$ cat config.mk
export PLATFORM = sky130hd
export DESIGN_NAME = ads7822_scan_ctrl
export DESIGN_NICKNAME = d
export VERILOG_FILES = /design/src/rtl/ads7822_scan_ctrl.sv
export SDC_FILE = /design/constraint.sdc
export NUM_CORES = 1
export LEC_CHECK = 0
export CAP_MARGIN = 40
export CORE_UTILIZATION = 49
export CTS_BUF_LIST = sky130_fd_sc_hd__clkbuf_16
export CTS_CLUSTER_SIZE = 10
export DETAILED_ROUTE_END_ITERATION = 8
export GPL_ROUTABILITY_DRIVEN = 0
export PLACE_DENSITY = 0.8
export SETUP_SLACK_MARGIN = 0.5
export SLEW_MARGIN = 40
export SYNTH_ARGS = -nofsm -noshare
export SYNTH_HDL_FRONTEND = slang
export SYNTH_SLANG_ARGS = --single-unit
$ cat constraint.sdc
create_clock -name clk -period 2.05 [get_ports clk]
set_input_delay 0.205 -clock clk [delete_from_list [all_inputs] [get_ports clk]]
set_output_delay 0.205 -clock clk [all_outputs]
set_load 0.02 [all_outputs]
$ cat src/rtl/ads7822_scan_ctrl.sv
// ADS7822 scan sequencer: periodic conversion triggers, block averaging, debounced
// OV/UV flags and interface timeout. Define ADC_OFFSET_CAL_EN for offset subtraction.
module ads7822_scan_ctrl #(
  parameter int SAMPLE_PERIOD = 1000,
  parameter int TRIG_WIDTH    = 4,
  parameter int TIMEOUT       = 900,
  parameter int AVG_SHIFT     = 2,
  parameter int DEB_CNT       = 3
) (
  input  logic        clk,
  input  logic        rst_n,
  input  logic        enable,
  output logic        ad_trigger,
  input  logic [11:0] sample_data,
  input  logic        data_valid,
  input  logic [11:0] ov_thresh,
  input  logic [11:0] uv_thresh,
  input  logic        fault_clr,
`ifdef ADC_OFFSET_CAL_EN
  input  logic [11:0] adc_offset,
`endif
  output logic [11:0] avg_data,
  output logic        avg_valid,
  output logic        ov_fault,
  output logic        uv_fault,
  output logic        ad_timeout,
  output logic        busy
);
  localparam int DATA_W = 12;
  localparam int ACC_W  = DATA_W + AVG_SHIFT;
  localparam int PCNT_W = $clog2(SAMPLE_PERIOD);
  localparam logic [PCNT_W-1:0]    PER_LAST  = PCNT_W'(SAMPLE_PERIOD - 1);
  localparam logic [PCNT_W-1:0]    TRIG_LAST = PCNT_W'(TRIG_WIDTH - 1);
  localparam logic [PCNT_W-1:0]    TMO_LAST  = PCNT_W'(TRIG_WIDTH + TIMEOUT - 1);
  localparam logic [AVG_SHIFT-1:0] SCNT_LAST = '1;
  localparam logic [3:0]           DEB_LAST  = 4'(DEB_CNT);

  typedef enum logic [1:0] {IDLE, TRIG, WAIT, GAP} state_t;

  state_t               state, state_next;
  logic [PCNT_W-1:0]    period_cnt;
  logic                 capture, timeout_hit;
  logic [DATA_W-1:0]    sample_in;
  logic [ACC_W-1:0]     acc, acc_sum;
  logic [AVG_SHIFT-1:0] sample_cnt;
  logic [3:0]           ov_cnt, uv_cnt;

`ifdef ADC_OFFSET_CAL_EN
  function automatic logic [DATA_W-1:0] sub_sat(input logic [DATA_W-1:0] a,
                                                input logic [DATA_W-1:0] b);
    return (a > b) ? a - b : '0;
  endfunction
`endif

  function automatic logic [DATA_W-1:0] avg_trunc(input logic [ACC_W-1:0] sum);
    return sum[AVG_SHIFT +: DATA_W];
  endfunction

  always_ff @(posedge clk or negedge rst_n) begin
    if (!rst_n) state <= IDLE;
    else        state <= state_next;
  end

  // period_cnt doubles as the TRIG width counter and the WAIT timeout counter
  always_comb begin
    state_next  = state;
    capture     = 1'b0;
    timeout_hit = 1'b0;
    case (state)
      IDLE: if (enable) state_next = TRIG;
      TRIG: if (period_cnt == TRIG_LAST) state_next = WAIT;
      WAIT: begin
        if (data_valid) begin
          capture    = 1'b1;
          state_next = GAP;
        end else if (period_cnt == TMO_LAST) begin
          timeout_hit = 1'b1;
          state_next  = GAP;
        end
      end
      GAP: if (period_cnt == PER_LAST) state_next = enable ? TRIG : IDLE;
      default: state_next = IDLE;
    endcase
    ad_trigger = (state == TRIG);
    busy       = (state != IDLE);
  end

  always_ff @(posedge clk or negedge rst_n) begin
    if (!rst_n)                                   period_cnt <= '0;
    else if (state_next == TRIG && state != TRIG) period_cnt <= '0;
    else if (period_cnt != PER_LAST)              period_cnt <= period_cnt + 1'b1;
  end

`ifdef ADC_OFFSET_CAL_EN
  assign sample_in = sub_sat(sample_data, adc_offset);
`else
  assign sample_in = sample_data;
`endif
  assign acc_sum = acc + ACC_W'(sample_in);

  // capture stage: accumulate, emit the block average on the last sample
  always_ff @(posedge clk or negedge rst_n) begin
    if (!rst_n) begin
      acc        <= '0;
      sample_cnt <= '0;
      avg_data   <= '0;
      avg_valid  <= 1'b0;
    end else begin
      avg_valid <= 1'b0;
      if (capture) begin
        if (sample_cnt == SCNT_LAST) begin
          acc        <= '0;
          sample_cnt <= '0;
          avg_data   <= avg_trunc(acc_sum);
          avg_valid  <= 1'b1;
        end else begin
          acc        <= acc_sum;
          sample_cnt <= sample_cnt + 1'b1;
        end
      end
    end
  end

  // fault stage: debounce on each new average; the counter parks at DEB_CNT
  always_ff @(posedge clk or negedge rst_n) begin
    if (!rst_n) begin
      ov_cnt     <= '0;
      uv_cnt     <= '0;
      ov_fault   <= 1'b0;
      uv_fault   <= 1'b0;
      ad_timeout <= 1'b0;
    end else if (fault_clr) begin
      ov_cnt     <= '0;
      uv_cnt     <= '0;
      ov_fault   <= 1'b0;
      uv_fault   <= 1'b0;
      ad_timeout <= 1'b0;
    end else begin
      if (timeout_hit) ad_timeout <= 1'b1;
      if (avg_valid) begin
        if (avg_data > ov_thresh) begin
          if (ov_cnt != DEB_LAST) ov_cnt <= ov_cnt + 1'b1;
          if (ov_cnt >= DEB_LAST - 4'd1) ov_fault <= 1'b1;
        end else begin
          ov_cnt <= '0;
        end
        if (avg_data < uv_thresh) begin
          if (uv_cnt != DEB_LAST) uv_cnt <= uv_cnt + 1'b1;
          if (uv_cnt >= DEB_LAST - 4'd1) uv_fault <= 1'b1;
        end else begin
          uv_cnt <= '0;
        end
      end
    end
  end
endmodule

After elaboration in Yosys (flattened, before gate mapping)
Cells that the tools add are included.

Add/sub/neg operators: 5. Magnitude comparators: 4. Eq/ne operators: 14. Mux-type cells: 36. Reductions and logical operators: 15.

Operators by type and width (count): $mux 4 (8); $eq 10x10->1 const B (2); $mux 10 (2); $mux 1 (18); $reduce_bool 2->1 (8); $add 14x12->14 (1); $mux 14 (1); $gt 12x12->1 (1); $lt 12x12->1 (1); $mux 2 (6); $add 10x1->10 const B (1); $eq 10x2->1 const B (1); $ne 10x10->1 const B (1); $add 4x1->4 const B (2); $ge 4x2->1 const B (2); $ne 4x2->1 const B (2); $pmux 2 s4 (1); $eq 2x2->1 const B (3); $ne 3x2->1 const B (2); $reduce_and 2->1 (3); $reduce_and 3->1 (2); $eq 2x1->1 const B (2); $add 2x1->2 const B (1); $logic_not 2->1 (1); 2 further kinds (2).

Register bits: 52. Input port bits: 41. Output and inout bits: 18. Logic and storage cells: 85.

Logic depth before layout (Yosys ltp)
Depth after elaboration: 7. Depth in mapped cells: 9. Depth with buffers taken out: 9.

Worst setup path before layout
No wires, ideal clock.

Kind: register to register. Start: register avg_data[9]. End: register uv_cnt[1]. Library setup time: 0.080 ns. Arrival time: 2.259 ns. Required time: 1.970 ns. Slack: -0.288 ns. Cell stages (with the launch flop): 8. Buffers on the path: 0. Period minus slack after synthesis: 2.338 ns. Cells stage by stage: dfrtp_1 > ha_1 > a21o_1 > a21o_1 > a211o_1 > or3_4 > or3_4 > o22ai_2.

Longest elaborated chain between the ends: 4. Elaborated cells between the ends (all ways): 6. Classes of those cells: order compare (1); eq/ne (1); mux (3); reduce/logical (1).

RTL lines: from (decl) (line 22) `output logic [11:0] avg_data,`; from (signal assigned) (line 114) `avg_data <= avg_trunc(acc_sum);`; $lt 12x12->1 * (line 147) `if (avg_data < uv_thresh) begin`; $mux 4 (line 147); $mux 4 (line 140) `if (avg_valid) begin`; $mux 4 (line 132) `end else if (fault_clr) begin`; to (signal assigned) (line 148) `if (uv_cnt != DEB_LAST) uv_cnt <= uv_cnt + 1'b1;`; to (decl) (line 46) `logic [3:0] ov_cnt, uv_cnt;`.

Every way passes the cells marked *; elsewhere a longest branch is shown, timed or not. The select of a mux whose other input is x is not followed. A chain may end at the register's enable or synchronous reset.

Final worst setup path
Same ends and word-level chain as after synthesis.

==> impl_summary.md <==
Run status
The run finished, with violations left. The final reports fail on negative setup slack.

Logic synthesis
After synthesis, the mean cell area works out to 9.18 um^2. The main combinational cell family by area after synthesis is compound AO/OA/AOI/OAI gates. Of the total synthesized cell area, the portion taken by full adders, half adders and majority gates is 15.4%. After synthesis, the netlist uses 52 different library cells.

The post-synthesis xor/xnor area fraction is 5.06%. The number of synthesized register bits is 52. The post-synth net total is 460.

The simple-gate share of the synthesized area is 16.7%. After synthesis, flip-flops and latches occupy 37.6% of the total area. The synthesized instance count is 377. The share of flip-flops with an asynchronous set or reset is 100%. The count of flip-flops with a built-in enable after synthesis is 0. The synthesized netlist occupies a cell area of 3460 um^2. For this run, the leading register cell type out of synthesis is dfrtp_1. The share of the synthesized area in compound gates (AO/OA/AOI/OAI) is 17.2%. The multiplexer area fraction after synthesis is 2.53%. The yosys synthesis warning count is 0.

Floorplanning
The total core area is 6790 um^2. The count of pins on the block boundary is 59. The starting density of the core is 50.9%. The count of standard-cell rows is 30.

The height of the chip is 86.0 um. The die outline area is 7400 um^2. The die boundary width is 86.0 um.

Placed design
The sum of net half-perimeters after detailed placement is 6550 um. Port buffering added 58 buffers. The number of placed instances, taps included, is 572. The worst slack after detailed placement is -0.483 ns.

Timing
The clock period minus final worst setup slack is 2.24 ns. Setup repair after global routing could not meet its margin everywhere. The clock tree skew after final layout is 0.00978 ns. Derived from the worst setup path, the maximum achievable clock frequency is 0.446 GHz. The total count of max-transition violations in the final report was 0. The total of endpoints with negative setup slack in the final report is 15.

At the pin with the least slew margin, the transition time is 0.617 ns. The count of final hold-check violations is 0. The max-slew headroom at the worst pin is 58.9%. Setup slack on the critical path of the routed design comes to -0.193 ns. The ratio of final minimum period to clock period is 109%.

Route
In the final routed layout, each cell accounts on average for 17.7 um. The first-iteration detailed-routing DRC count is 240. Dividing the detail-routed via count by the number of cells gives 5.74. The via count is 3448. Before antenna repair, the detailed router went through 5 iterations.

The overall routed net length is 10600 um. The count of nets left with antenna violations once routing finished came out at 0. In the routed design, unresolved DRC markers number 0.

Pwr
The clock power share is 14.5%. The worst-case IR drop observed on VDD is 0.809 mV. The analysis attributes to cell leakage a power of 2.52 nW. The combinational power share is 59.9%.

Cell internal power was estimated by the tool at 0.00360 W. Dividing total power by cell area gives a power density of 1120 nW/um^2. The switching component of the power is 0.00243 W. The part of the total power dissipated in sequential elements is 25.6%. Net switching is 40.3% of the power.

Global routing
The first global-routing pass estimated 15500 um of wire. Global routing used 26.7% of the available tracks across all layers. The pin count of the biggest net entering global routing is 29. The number of global-route vias before repair came to 3411. The total overflow left after global routing is 0. The number of antenna violations at the first check in global routing is 0.

Layout
The post-route non-filler standard cell count is 601. The antenna diode count is 0. The relative area change from synthesis to final layout is 55.7%. The final standard cell utilization of the core is 79.3%.

The most common cell after layout, fill and taps aside is buf_4. The final layout net count is 587. The ratio of cells with drive above 1 in the final layout is 34.5%. Leaving out fill and tap cells, the most frequent cells in the layout are 50 x buf_4, 42 x dfrtp_1, 40 x clkdlybuf4s50_1, 39 x inv_1, 33 x nand2_1.

CTS
The clock root buffer is clkbuf_16. The clock passes through at most 2 buffers. The clock tree synthesis step divided the H-tree into 2 levels. The total clock buffers created by CTS is 5. Clock tree synthesis found a total of 52 sinks. TritonCTS built the clock tree.

The clock latency of the later-clocked register in the worst-skew pair is 0.30 ns. The clock-pin slew on the worst setup and hold paths is 0.08 ns.

Critical path
The worst register-to-register path has a setup slack of -0.19 ns. Of all nets on the critical path, the largest fanout is 4. STA classifies the critical path endpoint as a flop.

The cell family contributing the most delay on the critical path is simple AND/OR/NAND/NOR gates. Data on the critical path arrives at its endpoint at 2.47 ns. The highest-delay cell along the critical path is dfrtp_2. Data on the critical path is required at its endpoint by 2.28 ns.

The worst reg2reg path startpoint is avg_data[9]$_DFFE_PN0P_. The delay contributed by the slowest stage of the critical path is 0.44 ns. Counting cells, the worst reg-to-reg path comes to 7. Walking the worst path, the cells encountered are ha_4 -> a21o_1 -> a21o_1 -> a211o_1 -> or3_4 -> or3_4 -> o22ai_2.

The startpoint kind of the worst setup timing path is a flop. The type of the worst setup path is flop to flop. The count of buffer and inverter cells on the critical path is 0.

The capture instance of the worst register-to-register path is uv_cnt[1]$_DFFE_PN0P_.

Hold path
The path class of the tightest hold or removal check is input port to async pin.

Flow run
Max-cap violations in this run came to 0.
==> how the worst max path moves through the flow <==
stage                                  startpoint               endpoint  slack [ns]  cells after the start
final                     avg_data[9]$_DFFE_PN0P_  uv_cnt[1]$_DFFE_PN0P_       -0.19                      7
after CTS                 avg_data[9]$_DFFE_PN0P_  uv_cnt[1]$_DFFE_PN0P_       -0.19                      7
after global placement               uv_thresh[1]  uv_cnt[1]$_DFFE_PN0P_       -0.46                      8
after detailed placement             uv_thresh[1]  uv_cnt[1]$_DFFE_PN0P_       -0.48                      8
after global routing      avg_data[9]$_DFFE_PN0P_  uv_cnt[0]$_DFFE_PN0P_       -0.24                      7
after floorplan           avg_data[9]$_DFFE_PN0P_  uv_cnt[1]$_DFFE_PN0P_       -0.17                      7
==> through the flow <==
step	instance area [um^2]	hold WS, ns	TNS, ns	power [W]
after floorplan	3660	-0.0906	-0.353	0.00315
after global placement	4680	0.239	-4.77	0.00416
after detailed placement	4680	0.248	-6.02	0.00428
after CTS	5090	0.459	-0.809	0.00546
after global routing	5390	0.499	-2.84	0.00639
final	5390	0.446	-1.63	0.00603
==> flip-flops by register name, summed over array words and instances (netlist names) <==
name / flops
acc: 14
avg_data: 12
period_cnt: 10
ov_cnt: 4
uv_cnt: 4
sample_cnt: 2
state: 2
ad_timeout: 1
avg_valid: 1
ov_fault: 1
uv_fault: 1
==> kinds of logic (layout without fill, tap and decap cells) <==
group,count (synthesis),count (layout)
simple gates,119,119
compound gates,89,90
flops,52,52
buf+inv,47,174
fa+ha+maj,42,42
xor+xnor,20,20
mux,8,8
==> cells in the mapped netlist, types with 2 or more instances <==
cell,instances,area share [%]
a211o_1,3,0.76
a211oi_1,2,0.43
a21o_1,8,1.7
a21oi_1,19,2.7
a22o_1,7,1.8
a31oi_1,5,0.90
and2_1,2,0.36
and3_1,3,0.54
clkbuf_1,4,0.43
dfrtp_1,52,38
ha_1,41,15
inv_1,40,4.3
mux2_2,6,2.0
mux2i_1,2,0.58
nand2_1,36,3.9
nand2b_1,2,0.36
nand3_1,6,0.87
nand4_1,9,1.6
nor2_1,30,3.3
nor2b_1,7,1.3
nor3_1,9,1.3
nor3b_1,2,0.43
nor4_1,5,0.90
o21a_1,5,1.1
o21ai_0,19,2.7
o21bai_1,2,0.43
o22ai_1,2,0.36
o31ai_1,4,0.87
or3_1,2,0.36
or3_4,2,0.65
or4_1,2,0.43
xnor2_1,13,3.3
xor2_1,7,1.8
==> worst reg2reg max path: stages, from the launching register on <==
cell,delay (ns)
dfrtp_2,0.44
ha_4,0.25
a21o_1,0.15
a21o_1,0.17
a211o_1,0.27
or3_4,0.40
or3_4,0.35
o22ai_2,0.14
==> per-layer routing <==
layer | track usage (%) | share of wire (%) | vias to the layer above
li1 | - | - | 1595
met1 | 32.8 | 40 | 1672
met2 | 47.5 | 51 | 142
met3 | 4.33 | 5.1 | 39
met4 | 9.55 | 4.1 | 0
met5 | 0 | 0 | -
==> power by group through the flow <==
| stage | combinational [W] | sequential (W) | clock [W] |
|---|---|---|---|
| 3_5_place_dp | 0.00274 | 0.00154 | 0 |
| 4_1_cts | 0.00305 | 0.00152 | 0.000890 |
| 3_3_place_gp | 0.00264 | 0.00152 | 0 |
| 6_report | 0.00361 | 0.00154 | 0.000872 |
| 2_1_floorplan | 0.00152 | 0.00163 | 0 |
| 5_1_grt | 0.00389 | 0.00157 | 0.000928 |
==> layout make-up <==
class | instances | area (um^2)
clock buffer | 5 | 125
fill | 404 | 1410
timing repair buffer | 125 | 1120
inverter | 41 | 154
tap | 96 | 120
clock inverter | 3 | 27.5
sequential | 52 | 1310
multi-input combinational | 279 | 2520
==> what timing repair did <==
action	4_1_cts	5_1_grt
resized for setup	64	54
endpoints found under the setup margin	59	47
hold buffers	1	0
buffers inserted	8	11
gates cloned	0	1
pin swaps	37	28
endpoints found under the hold margin	24	0
Note: power is estimated with default switching activity, not from simulation.
